**config.mk**
```make
export PLATFORM = sky130hd
export DESIGN_NAME = counter_arbiter
export DESIGN_NICKNAME = d
export VERILOG_FILES = /design/src/rtl/counter_arb_pkg.sv /design/src/rtl/counter_arbiter_rr_pick.sv /design/src/rtl/counter_arbiter.sv
export SDC_FILE = /design/constraint.sdc
export NUM_CORES = 1
export LEC_CHECK = 0
export ABC_CLOCK_PERIOD_IN_PS = 5600
export CORE_UTILIZATION = 38
export CTS_CLUSTER_DIAMETER = 50
export CTS_CLUSTER_SIZE = 12
export DETAILED_ROUTE_END_ITERATION = 8
export SLEW_MARGIN = 30
export SYNTH_ARGS = -nofsm -noshare
export SYNTH_HDL_FRONTEND = slang
export SYNTH_HIERARCHICAL = 1
export SYNTH_SLANG_ARGS = --single-unit
```
**constraint.sdc**
```tcl
create_clock -name clk -period 5.6 [get_ports clk]
set_input_delay 1.12 -clock clk [delete_from_list [all_inputs] [get_ports clk]]
set_output_delay 1.12 -clock clk [all_outputs]
set_load 0.01 [all_outputs]
```
**src/rtl/counter_arb_pkg.sv**
```systemverilog
// rtl/counter_arb_pkg.sv - shared constants and state encoding for counter_arbiter
package counter_arb_pkg;

  localparam int DEF_NREQ = 4;
  localparam int DEF_CW   = 4;

  localparam logic [1:0] STATE_IDLE = 2'd0;
  localparam logic [1:0] STATE_RUN  = 2'd1;
  localparam logic [1:0] STATE_DONE = 2'd2;

  typedef enum logic [1:0] {
    IDLE = STATE_IDLE,
    RUN  = STATE_RUN,
    DONE = STATE_DONE
  } state_t;

endpackage

```
**src/rtl/counter_arbiter_rr_pick.sv**
```systemverilog
// rtl/counter_arbiter_rr_pick.sv - combinational round-robin selector
// Searches upward from ptr+1 with wrap; winner is one-hot, valid flags any request.
module rr_pick #(
  parameter int NREQ = 4,
  parameter int PW   = $clog2(NREQ)
) (
  input  logic [NREQ-1:0] req,
  input  logic [PW-1:0]   ptr,
  output logic [NREQ-1:0] winner,
  output logic            valid
);

  logic [PW-1:0] idx;

  always_comb begin
    winner = '0;
    valid  = 1'b0;
    idx    = '0;
    for (int k = 1; k <= NREQ; k++) begin
      idx = PW'((int'(ptr) + k) % NREQ);
      if (!valid && req[idx]) begin
        winner[idx] = 1'b1;
        valid       = 1'b1;
      end
    end
  end

endmodule

```
**src/rtl/counter_arbiter.sv**
```systemverilog
// rtl/counter_arbiter.sv - round-robin owner of one shared interval counter
// Optional COUNTER_ARB_PAUSE_EN adds a pause input that freezes the count in RUN.
module counter_arbiter
  import counter_arb_pkg::*;
#(
  parameter int NREQ = DEF_NREQ,
  parameter int CW   = DEF_CW
) (
  input  logic              clk,
  input  logic              rst,
`ifdef COUNTER_ARB_PAUSE_EN
  input  logic              pause,
`endif
  input  logic [NREQ-1:0]    req,
  input  logic [NREQ*CW-1:0] len,
  output logic [NREQ-1:0]    gnt,
  output logic [NREQ-1:0]    done,
  output logic               busy,
  output logic [CW-1:0]      count
);

  localparam int PW = $clog2(NREQ);

  state_t        state;
  logic [PW-1:0] ptr;
  logic [PW-1:0] owner;
  logic [CW-1:0] len_q;

  logic [NREQ-1:0] pick;
  logic            pick_valid;
  logic [PW-1:0]   pick_idx;
  logic [CW-1:0]   pick_len;
  logic [NREQ-1:0] owner_bit;
  logic            hold;

`ifdef COUNTER_ARB_PAUSE_EN
  assign hold = pause;
`else
  assign hold = 1'b0;
`endif

  rr_pick #(.NREQ(NREQ), .PW(PW)) u_pick (
    .req    (req),
    .ptr    (ptr),
    .winner (pick),
    .valid  (pick_valid)
  );

  always_comb begin
    pick_idx = '0;
    pick_len = '0;
    for (int i = 0; i < NREQ; i++) begin
      if (pick[i]) begin
        pick_idx = PW'(i);
        pick_len = len[i*CW +: CW];
      end
    end
  end

  assign owner_bit = NREQ'(1) << owner;

  always_ff @(posedge clk) begin
    if (rst) begin
      state <= IDLE;
      gnt   <= '0;
      done  <= '0;
      busy  <= 1'b0;
      count <= '0;
      ptr   <= PW'(NREQ - 1);
      owner <= '0;
      len_q <= '0;
    end else begin
      case (state)
        IDLE: begin
          done  <= '0;
          count <= '0;
          if (pick_valid) begin
            owner <= pick_idx;
            ptr   <= pick_idx;
            len_q <= pick_len;
            gnt   <= pick;
            busy  <= 1'b1;
            state <= RUN;
          end else begin
            gnt  <= '0;
            busy <= 1'b0;
          end
        end
        RUN: begin
          // Dropping the owner's request aborts silently; ptr already points at owner.
          if (!req[owner]) begin
            state <= IDLE;
            gnt   <= '0;
            busy  <= 1'b0;
            count <= '0;
          end else if (!hold) begin
            // len_q of 0 wraps to all-ones here, giving the full 2^CW interval.
            if (count == len_q - CW'(1)) begin
              state <= DONE;
              gnt   <= '0;
              done  <= owner_bit;
            end else begin
              count <= count + CW'(1);
            end
          end
        end
        DONE: begin
          done  <= '0;
          busy  <= 1'b0;
          count <= '0;
          state <= IDLE;
        end
        default: begin
          state <= IDLE;
          gnt   <= '0;
          done  <= '0;
          busy  <= 1'b0;
          count <= '0;
        end
      endcase
    end
  end

endmodule

```
==> metrics.csv <==
metric,value,unit
die_h,66.0,µm
clockRootBuffer,clkbuf_8,
drive_gt1_frac,0.0524,
slew_viol_final,0,
multi_input_area,0.00102,mm²
setup_viol,0,
gr-usage-all-layers,0.170,
cts_buffers,3,
synth_cells,177,
synth_compound_area_frac,0.163,
finalSetupTns,0,ns
cts_resized,0,
overflow,0,
initial_core_util,0.409,
via_per_inst,5.40,
highest_layer,met4,
dieArea,0.00435,mm²
peakVddDrop,233,µV
route.met2.wl,1630,µm
outcome,completed,
synth.distinct_cells,40,
whs_endpoint,done[1],
io_pins,35,
gp_congestion,0.837,
numClockSinks,23,
tightest_slew,0.667,ns
grt_antenna_before_repair,0,
rows,22,
ys.flop_type,dfxtp_1,
finalNonFillerCells,258,
portBuffers,34,
grt_pass1_wl,5800,µm
crit_type,input pin to register,
insertion_delay,0.26,ns
wl_met1,1670,µm
p_per_area,456,mW/mm²
synth_async_sr_flop_share,0,
dp_cells,254,
syn_nets,209,
hold_start,done[1],
synth-edff-count,0,
yosys.area_share.adder,0.0805,
relSlewSlack,0.554,
detail-route-antenna-nets,0,
first_pass_iters,4,
vias,1392,
max_freq,279,MHz
required,5.77,ns
whs_path_depth,2,
cts_max_level,1,
maxCapViolations,0,
hold_path.class,register to register,
avgSynthCellArea,8.79,µm²
hold_viol,0,
synthMuxAreaShare,0.110,
wl_met3,96,µm
cts_buffer_depth,2,
clk_pin_slew,0.08,ns
first_global_vias,1288,
r2r_cells,11,
ys_ff_latch,23,
reg2reg_slack,2.30,ns
coreArea,0.00380,mm²
post-route-min-period,3.58,ns
leakage,0.772,nW
arrival,3.75,ns
fillers,366,
netlist_area,0.00156,mm²
wl_per_cell,13.3,µm
synth_top_family_by_area,simple AND/OR/NAND/NOR gates,
die_width,66.0,µm
drc,0,
crit_path_start_kind,input pin,
finClkSkew,0.00232,ns
cts_tree,built,
worstPathMaxFanout,9,
cts_hold_buf,0,
drt_iter0_drc,41,
num_antenna_cells,0,
ys_warn_count,6,
rsz0062_at_grt,no,
post_cts.repair.setup_buffers,0,
dp_hpwl,2670,µm
seqCellArea,460,µm²
min_period_over_period,0.640,
synth-xor-area-share,0.0547,
synth-simple-area-share,0.250,
end_kind,register,
syn2layout_area_growth,27.0,%
r2r-end,len_q[3],
drt_wl_total,3440,µm
grt_max_degree,18,
r2r-start,ptr[1],
nets,243,
yosysSeqAreaShare,0.296,
sequential cells by signal, indices dropped and copies added, names as in the netlist:
| register | cells |
|---|---|
| count | 4 |
| done | 4 |
| gnt | 4 |
| len_q | 4 |
| owner | 2 |
| ptr | 2 |
| state | 2 |
| busy | 1 |
worst max-delay path by stage:
stage | endpoint | slack [ns] | from | cells after the start
after floorplan | len_q[1] | 2.56 | req[3] | 8
after global placement | len_q[3] | 1.83 | req[1] | 10
after detailed placement | len_q[3] | 1.76 | req[1] | 10
after CTS | len_q[3] | 2.03 | req[1] | 10
after global routing | len_q[3] | 1.81 | req[1] | 10
final | len_q[1] | 2.02 | req[3] | 9
cell families after synthesis:
| logic type | after synthesis |
|---|---|
| adders and majority gates | 10 |
| AOI/OAI and AO/OA | 35 |
| muxes | 14 |
| and+or+nand+nor | 70 |
| xor gates and xnor gates | 8 |
| buffers and inverters | 17 |
| DFF | 23 |
layout make-up:
type                       count  area share
clock buffer                   4      0.0228
inverter                      12      0.0228
multi-input combinational    137       0.518
sequential                    23       0.233
tap                           48      0.0304
timing repair buffer          34       0.172
layout by cell type, fill, tap and decap left out, types with 3 or more instances in the layout:
master and n:
a21oi_1 7, a221o_1 4, a221oi_1 5, clkbuf_8 3
clkdlybuf4s50_1 34, dfxtp_1 23, ha_1 10, inv_1 12
mux2i_1 10, nand2_1 12, nand2b_1 8, nand3_1 5
nand3b_1 6, nand4_1 3, nor2_1 15, nor2b_1 3
nor3_1 9, o21ai_1 4, or3b_1 3, xnor2_1 4
Yosys cell counts (5+ instances only):
cell	number	area share
ha_1	10	0.080
nor3_1	9	0.029
nand2_1	12	0.029
mux2i_1	10	0.064
inv_1	12	0.029
a21oi_1	7	0.023
a221oi_1	5	0.028
nand2b_1	8	0.032
nor2_1	15	0.036
nand3b_1	6	0.029
dfxtp_1	23	0.30
nand3_1	5	0.016
power by group:
group	internal [mW]	switching, mW
clock	0.0508	0.0530
combinational	0.252	0.286
sequential	0.205	0.0529
worst max-delay path, stage by stage:
cell and delay, ns:
clkdlybuf4s50_1 0.54, mux4_1 0.64, nand2_1 0.11, mux2i_1 0.07, a221o_1 0.36, nor2b_1 0.23
a221oi_1 0.12, a211o_1 0.30, a221oi_1 0.24
metrics by stage:
| step | hold slack [ns] | setup slack [ns] | util | power (mW) | area (µm²) |
|---|---|---|---|---|---|
| 2_1_floorplan | 0.470 | 2.56 | - | 0.676 | 1560 |
| 3_3_place_gp | 0.441 | 1.83 | 0.508 | 0.781 | 1930 |
| 3_5_place_dp | 0.453 | 1.76 | 0.508 | 0.797 | 1930 |
| 4_1_cts | 0.464 | 2.03 | 0.520 | 0.902 | 1970 |
| 5_1_grt | 0.491 | 1.81 | 0.520 | 0.977 | 1970 |
| 6_report | 0.458 | 2.02 | 0.520 | 0.900 | 1970 |
layer usage:
metal | up-vias | GRT usage
met3 | 4 | 0.0276
met1 | 657 | 0.227
li1 | 705 | -
met2 | 26 | 0.281
met5 | - | 0
met4 | 0 | 0.0479
No activity file was read; power rests on OpenSTA's default activity.
